$ cat src/rtl/sr_decrementer_pkg.sv
// ----------------------------------------------------------------------------
// Package: sr_counter_pkg
// Purpose: Shared types and defaults for the sr_decrementer loadable
//          down-counter. It provides the two-state controller encoding and the
//          default counter width.
// Contents:
//   sr_state_t  IDLE / RUN controller state
//   SR_LENGTH   default counter width in bits
// ----------------------------------------------------------------------------
package sr_counter_pkg;

    localparam int SR_LENGTH = 14;

    typedef enum logic [0:0] {
        IDLE = 1'b0,
        RUN  = 1'b1
    } sr_state_t;

endpackage : sr_counter_pkg

$ cat src/rtl/sr_decrementer_if.sv
// ----------------------------------------------------------------------------
// Interface: sr_decrementer_if
// Purpose: Groups the command and status signals of sr_decrementer.
// Signals:
//   enable      master->slave  decrement request for this cycle
//   load        master->slave  load load_value this cycle (priority over enable)
//   load_value  master->slave  iteration count to load
//   out         slave->master  current count (registered)
//   zero        slave->master  out == 0
//   busy        slave->master  counter is running
//   done        slave->master  one-cycle terminal-count pulse
// ----------------------------------------------------------------------------
interface sr_decrementer_if #(
    parameter int length = 14
);

    logic              enable;
    logic              load;
    logic [length-1:0] load_value;
    logic [length-1:0] out;
    logic              zero;
    logic              busy;
    logic              done;

    modport master (
        output enable,
        output load,
        output load_value,
        input  out,
        input  zero,
        input  busy,
        input  done
    );

    modport slave (
        input  enable,
        input  load,
        input  load_value,
        output out,
        output zero,
        output busy,
        output done
    );

endinterface : sr_decrementer_if

$ cat src/rtl/sr_decrementer.sv
// ----------------------------------------------------------------------------
// Module: sr_decrementer
// Purpose: Synchronous loadable down-counter. It is loaded with an iteration
//          count, decrements once per enabled clock while running, and pulses
//          done on terminal count. With WRAP=1 the last loaded value is
//          reloaded on terminal count, so back-to-back streams run without a
//          gap.
// Parameters:
//   length  counter width in bits
//   WRAP    0: stop at zero and go idle; 1: auto-reload on terminal count
// Ports:
//   clk    in   clock, all flops on posedge
//   reset  in   synchronous active-high reset (overrides load and enable)
//   bus    slave modport of sr_decrementer_if (enable, load, load_value in;
//          out, zero, busy, done out)
// ----------------------------------------------------------------------------
module sr_decrementer
    import sr_counter_pkg::*;
#(
    parameter int length = SR_LENGTH,
    parameter int WRAP   = 0
) (
    input  logic                  clk,
    input  logic                  reset,
    sr_decrementer_if.slave       bus
);

    localparam logic [length-1:0] ZERO_C = {length{1'b0}};
    localparam logic [length-1:0] ONE_C  = {{(length-1){1'b0}}, 1'b1};

    sr_state_t         state_r;
    sr_state_t         state_s;
    logic [length-1:0] out_r;
    logic [length-1:0] out_s;
    logic [length-1:0] reload_r;
    logic [length-1:0] reload_s;
    logic              done_r;
    logic              done_s;

    // Next-state / next-count decode: load beats enable, enable beats hold.
    always_comb begin
        state_s  = state_r;
        out_s    = out_r;
        reload_s = reload_r;
        done_s   = 1'b0;
        if (bus.load) begin
            if (bus.load_value != ZERO_C) begin
                // A load during RUN simply restarts the count; any enable
                // presented in the same cycle is dropped.
                out_s    = bus.load_value;
                reload_s = bus.load_value;
                state_s  = RUN;
            end else begin
                // Empty job: finish immediately with a done pulse.
                out_s   = ZERO_C;
                state_s = IDLE;
                done_s  = 1'b1;
            end
        end else if (bus.enable) begin
            case (state_r)
                RUN: begin
                    if (out_r > ONE_C) begin
                        out_s = out_r - ONE_C;
                    end else begin
                        // Terminal count is detected at 1, never at 0, so
                        // the subtraction can never borrow.
                        done_s = 1'b1;
                        if (WRAP != 0) begin
                            out_s   = reload_r;
                            state_s = RUN;
                        end else begin
                            out_s   = ZERO_C;
                            state_s = IDLE;
                        end
                    end
                end
                IDLE: begin
                    out_s   = out_r;
                    state_s = IDLE;
                end
                default: begin
                    out_s   = ZERO_C;
                    state_s = IDLE;
                end
            endcase
        end else begin
            out_s   = out_r;
            state_s = state_r;
        end
    end

    // State, count, reload and done registers with synchronous reset.
    always_ff @(posedge clk) begin
        if (reset) begin
            state_r  <= IDLE;
            out_r    <= ZERO_C;
            reload_r <= ZERO_C;
            done_r   <= 1'b0;
        end else begin
            state_r  <= state_s;
            out_r    <= out_s;
            reload_r <= reload_s;
            done_r   <= done_s;
        end
    end

    assign bus.out  = out_r;
    assign bus.zero = (out_r == ZERO_C);
    assign bus.busy = (state_r == RUN);
    assign bus.done = done_r;

endmodule : sr_decrementer

$ cat src/flat_wrapper.sv
// flat-port wrapper written by rule: the top's interface ports become plain ports
module sr_decrementer_flat import sr_counter_pkg::*;
#(
    parameter int length = SR_LENGTH,
    parameter int WRAP   = 0
)
  (clk, reset, bus_enable, bus_load, bus_load_value, bus_out, bus_zero, bus_busy, bus_done);
  sr_decrementer_if #(.length(length)) bus_i ();
  input  logic clk;
  input  logic reset;
  input wire logic [$bits(bus_i.enable)-1:0] bus_enable;
  input wire logic [$bits(bus_i.load)-1:0] bus_load;
  input wire logic [$bits(bus_i.load_value)-1:0] bus_load_value;
  output wire logic [$bits(bus_i.out)-1:0] bus_out;
  output wire logic [$bits(bus_i.zero)-1:0] bus_zero;
  output wire logic [$bits(bus_i.busy)-1:0] bus_busy;
  output wire logic [$bits(bus_i.done)-1:0] bus_done;
  assign bus_i.enable = bus_enable;
  assign bus_i.load = bus_load;
  assign bus_i.load_value = bus_load_value;
  assign bus_out = bus_i.out;
  assign bus_zero = bus_i.zero;
  assign bus_busy = bus_i.busy;
  assign bus_done = bus_i.done;
  sr_decrementer #(.length(length), .WRAP(WRAP)) u_core (.clk(clk), .reset(reset), .bus(bus_i));
endmodule
$ cat config.mk
export PLATFORM = sky130hd
export DESIGN_NAME = sr_decrementer_flat
export DESIGN_NICKNAME = d
export VERILOG_FILES = /design/src/rtl/sr_decrementer_pkg.sv /design/src/rtl/sr_decrementer_if.sv /design/src/rtl/sr_decrementer.sv /design/src/flat_wrapper.sv
export SDC_FILE = /design/constraint.sdc
export NUM_CORES = 1
export LEC_CHECK = 0
export ABC_CLOCK_PERIOD_IN_PS = 2900
export CORE_AREA = 2 2 50 98
export CTS_CLUSTER_DIAMETER = 100
export DETAILED_ROUTE_END_ITERATION = 12
export DIE_AREA = 0 0 52 100
export SYNTH_ARGS = -nofsm -noshare
export SYNTH_HDL_FRONTEND = slang
export SYNTH_SLANG_ARGS = --single-unit
$ cat constraint.sdc
create_clock -name clk -period 2.9 [get_ports clk]
set_input_delay 0.87 -clock clk [delete_from_list [all_inputs] [get_ports clk]]
set_output_delay 0.87 -clock clk [all_outputs]
set_load 0.02 [all_outputs]
* Word level (Yosys, flattened, before mapping)
Cells that the tools add are included.
Widths: inputs -> output; s select.
** Cells by class
- Magnitude comparators :: 1
- Reduce and logical (&&, ||, !) cells :: 4
- Add/sub/neg operators :: 1
- Eq/ne operators :: 1
- Muxes and demuxes :: 15
- Bitwise operators :: 1
** Operators with widths (count)
- $mux 14 :: 5
- $gt 14x1->1 const B :: 1
- $logic_not 14->1 :: 1
- $reduce_bool 14->1 :: 1
- $sub 14x1->14 const B :: 1
- $mux 1 :: 9
- $ne 2x2->1 const B :: 1
- $pmux 1 s2 :: 1
- $reduce_and 2->1 :: 1
- $reduce_bool 2->1 :: 1
- $not 1->1 :: 1
** Storage, ports and cells
- Output and inout bits :: 17
- Word-level logic and storage cells :: 26
- Bits in registers :: 16
- Bits of input ports :: 18

* Depth between registers and ports, before layout
- Depth in word-level cells :: 5
- Depth in mapped cells :: 6
- Depth with buffers taken out :: 6

* Worst setup path before layout
OpenSTA, ideal clock, no wires.
- Path kind :: register -> output
- Start point :: register u_core.out_r[6], in the netlist u_core.bus.out[6]
- End point :: output bus_zero
- Stages on the path, launching flop included :: 5
- Path slack :: 613 ps
- Arrival time :: 1417 ps
- Path buffers :: 1
- Required time :: 2030 ps
- Path through :: dfxtp_1 > nor3_1 > nand3_1 > clkbuf_1 > nor2_1
** On the way
- Word-level cells in the longest chain between the ends :: 1
** RTL lines
- from (decl) :: line sr_decrementer.sv:33 : logic [length-1:0] out_r;
- from (signal assigned) :: line sr_decrementer.sv:101 : out_r <= out_s;
- $logic_not 14->1 :: line sr_decrementer.sv:108 : assign bus.zero = (out_r == ZERO_C);
- to (decl) :: line flat_wrapper.sv:15 : output wire logic [$bits(bus_i.zero)-1:0] bus_zero;
Every way passes these cells.

* Worst setup path after layout
- Start point :: register u_core.out_r[0], in the netlist u_core.bus.out[0]
- End point :: output bus_zero
Same word-level chain as after synthesis.

==> tab_implementation.tex <==
\begin{tabular}{lr}
\hline
Metric & Value \\
\hline
\multicolumn{2}{l}{\textbf{Status}} \\
\quad Run status & completed \\
\multicolumn{2}{l}{\textbf{Logic synthesis}} \\
\quad Part of the Yosys area used for sequential elements & 29.8\% \\
\quad Leading post-synthesis cells by cell area & sky130\_fd\_sc\_hd\_\_dfxtp\_1 30\%, sky130\_fd\_sc\_hd\_\_o211ai\_1 6.3\%, sky130\_fd\_sc\_hd\_\_nor2\_1 5.2\% \\
\quad Post-synthesis area per instance & 7.79 um2 \\
\quad Cell Area, Synth & 0.00107 mm2 \\
\quad Number of nets in the synthesized netlist & 158 \\
\quad Number of synthesized flops with an enable pin & 0 \\
\quad Distinct cells, synth & 40 \\
\quad Yosys warning total & 0 \\
\quad Number of instances in the synthesized netlist & 138 \\
\quad Share of the synthesized area in the top cell type & 29.8\% \\
\quad Synth Flop Type & sky130\_fd\_sc\_hd\_\_dfxtp\_1 \\
\quad Ys async rst share & 0\% \\
\quad Biggest area consumer among synthesized cells & sky130\_fd\_sc\_hd\_\_dfxtp\_1 \\
\quad Synthesis-stage register bit count & 16 \\
\multicolumn{2}{l}{\textbf{Floorplan}} \\
\quad Floorplan die width & 52 um \\
\quad Placeable Area & 0.00451 mm2 \\
\quad Overall die height & 100 um \\
\quad I/O pin count & 35 \\
\quad Number of placement rows & 35 \\
\quad Starting density of the core & 23.8\% \\
\quad Area of the die & 0.00520 mm2 \\
\multicolumn{2}{l}{\textbf{Routing}} \\
\quad DRC viols & 0 \\
\quad Antenna violation net count after detailed routing & 0 \\
\quad 1st-iter DRT viols & 53 \\
\quad Post-DR wirelength/cell & 15.2 um \\
\quad Post-detailed-route via-to-cell ratio & 5.52 \\
\quad Via count & 1,248 \\
\quad Count of TritonRoute iterations in the first routing pass & 4 \\
\quad Routed WL & 3440 um \\
\multicolumn{2}{l}{\textbf{Cells and area}} \\
\quad Most used cells in the layout excluding fill and tap cells & 34 x sky130\_fd\_sc\_hd\_\_clkdlybuf4s50\_1, 16 x sky130\_fd\_sc\_hd\_\_dfxtp\_1, 15 x sky130\_fd\_sc\_hd\_\_nor2\_1 \\
\quad Signed area change from the synthesized netlist to the final layout & 43.4\% \\
\quad Share of cells above drive strength 1 & 11.7\% \\
\quad N\_diodes & 0 \\
\quad Most common cell after layout, fill and taps aside & sky130\_fd\_sc\_hd\_\_clkdlybuf4s50\_1 \\
\quad Area taken by multi-input logic gates & 699 um2 \\
\quad Number of nets in the finished design & 193 \\
\quad Storage element area & 320 um2 \\
\quad \# fillers & 496 \\
\quad Post-layout utilization of the core & 34.2\% \\
\multicolumn{2}{l}{\textbf{STA}} \\
\quad Setup TNS & 0 ns \\
\quad Worst slack on hold paths & 0.540 ns \\
\quad Final hold viol count & 0 \\
\quad Final cycle utilization of the critical path & 94.0\% \\
\quad Worst Tran Pin Value & 0.499 ns \\
\quad Highest clock rate & 0.367 GHz \\
\quad Setup-violating endpoint count in the final report & 0 \\
\quad Minimum clock period & 2.73 ns \\
\quad Count of pins over their slew limit & 0 \\
\quad Setup clock skew after layout & 0.00437 ns \\
\quad Slew headroom & 66.7\% \\
\quad RSZ-0062 raised after global routing & no \\
\multicolumn{2}{l}{\textbf{Critical path}} \\
\quad Endpoint required time on the critical path & 2.03 ns \\
\quad Crit-path slowest cell & sky130\_fd\_sc\_hd\_\_clkdlybuf4s50\_1 \\
\quad Series of cell instances along the critical path & inv\_1 > ha\_1 > nand3\_1 > nor2\_1 > clkdlybuf4s50\_1 \\
\quad Critical path type & register to output pin \\
\quad CP max FO & 6 \\
\quad Dominant delay contributor by cell family on the critical path & buffers and inverters \\
\quad Data arrival time at the worst-slack endpoint & 1.86 ns \\
\quad Crit-path max cell delay & 0.61 ns \\
\quad Critical Path Source Type & register \\
\quad Number of buffers and inverters on the critical path & 2 \\
\quad Crit. End Element & output pin \\
\multicolumn{2}{l}{\textbf{Global routing}} \\
\quad Aggregate global routing overflow & 0 \\
\quad Number of global-route vias before repair & 1,228 \\
\quad Wire length of the first global-routing pass & 5910 um \\
\quad Global-route total usage across every layer & 14.4\% \\
\quad Maximum number of pins on one net before global-route repair & 16 \\
\quad Antenna violations before repair & 0 \\
\multicolumn{2}{l}{\textbf{Place}} \\
\quad Placer congestion estimate & 0.864 \\
\quad Buffers on Ports & 34 \\
\quad HPWL after detailed placement & 2660 um \\
\multicolumn{2}{l}{\textbf{Clock network}} \\
\quad Number of clock sinks seen by CTS & 16 \\
\quad Clock latency of the later-clocked register in the worst-skew pair & 0.25 ns \\
\quad Clock tree from TritonCTS & done \\
\quad Maximum level of the CTS H-tree & 1 \\
\quad Inserted Clock Buffers & 3 \\
\quad Clock-pin slew on the worst setup and hold paths & 0.07 ns \\
\quad Clock Path Buffers & 2 \\
\quad CTS root buf & sky130\_fd\_sc\_hd\_\_clkbuf\_8 \\
\multicolumn{2}{l}{\textbf{Power and ir drop}} \\
\quad Post-layout total power & 0.669 mW \\
\quad Peak ir drop on the vdd network & 0.270 mV \\
\quad Leakage power total & 0.538 nW \\
\quad Ratio of total power to cell area & 434 mW/mm2 \\
\multicolumn{2}{l}{\textbf{Flow run}} \\
\quad Max-cap check violation count & 0 \\
\multicolumn{2}{l}{\textbf{Min path}} \\
\quad Worst hold path type & register to register \\
\hline
\end{tabular}
## area by class of cell
| class | count | share of cell area, % |
|---|---|---|
| Multi-Input combinational cell | 105 | 45.4 |
| Sequential cell | 16 | 20.8 |
| Timing Repair Buffer | 40 | 25.0 |
| Tap cell | 55 | 4.46 |
| Clock buffer | 3 | 2.68 |
| Inverter | 7 | 1.70 |
## through the flow
stage	setup slack (ns)	cell area (um2)	instances
final	0.174	1540	226
after global routing	0.00353	1540	226
after CTS	0.106	1530	226
after detailed placement	0.358	1490	223
after global placement	0.381	1490	223
after floorplan	0.613	1070	138
## final timing paths
path	endpoint	slack, ns	cells after the start	startpoint
hold reg to reg	u_core.bus.out[11]	0.54	2	u_core.bus.out[11]
hold / removal	u_core.bus.out[11]	0.54	2	u_core.bus.out[11]
setup reg to reg	u_core.bus.out[6]	0.91	6	u_core.bus.out[0]
setup / recovery	bus_zero	0.17	5	u_core.bus.out[0]
## sequential cells by signal, indices dropped and copies added, names as in the netlist
register,count
u_core.bus.busy,1
u_core.bus.done,1
u_core.bus.out,14
## worst min-delay path: cells and delay by family (launching register included)
| family | cells | cell delay, ns |
|---|---|---|
| AO/OA/AOI/OAI | 1 | 0.07 |
| AND/OR/NAND/NOR | 1 | 0.07 |
| flip-flops | 1 | 0.34 |
## per-layer routing
metal / up-vias / global-route usage (%) / part of all wire, %
li1: 602 / - / -
met1: 590 / 20.8 / 44
met2: 52 / 21.4 / 48
met3: 4 / 1.93 / 6.9
met4: 0 / 5.26 / 1.4
met5: - / 0 / 0
## kinds of logic (layout without fill, tap and decap cells)
family	Yosys count	in the layout	synth area share (%)
and+or+nand+nor	53	53	26.0
AOI/OAI and AO/OA	46	46	32.2
buffers and inverters	17	50	6.05
DFF	16	16	29.8
adders and majority gates	2	2	2.33
xor gates and xnor gates	2	2	1.63
muxes	2	2	1.98
## where the power goes
| part | switching [mW] | internal, mW | leakage, nW | total [mW] |
|---|---|---|---|---|
| Sequential | 0.0240 | 0.237 | 0.132 | 0.261 |
| Combinational | 0.132 | 0.109 | 0.384 | 0.241 |
| Clock | 0.0752 | 0.0920 | 0.0216 | 0.167 |
## repair_timing
action,4_1_cts,5_1_grt
endpoints found under the hold margin,0,0
endpoints found under the setup margin,0,1
buffers inserted,0,0
gates resized for setup,0,2
hold buffers,0,0
## Yosys cell counts, types with 4 or more instances
library cell,instances
sky130_fd_sc_hd__o2111ai_1,4
sky130_fd_sc_hd__nor4_1,6
sky130_fd_sc_hd__nand3_1,4
sky130_fd_sc_hd__a31oi_1,6
sky130_fd_sc_hd__nor3_1,5
sky130_fd_sc_hd__o211ai_1,9
sky130_fd_sc_hd__inv_1,7
sky130_fd_sc_hd__nor2_1,15
sky130_fd_sc_hd__a21oi_1,7
sky130_fd_sc_hd__a211oi_1,4
sky130_fd_sc_hd__dfxtp_1,16
sky130_fd_sc_hd__nand2_1,8
sky130_fd_sc_hd__clkbuf_1,8
Note: power is estimated with default switching activity, not from simulation.
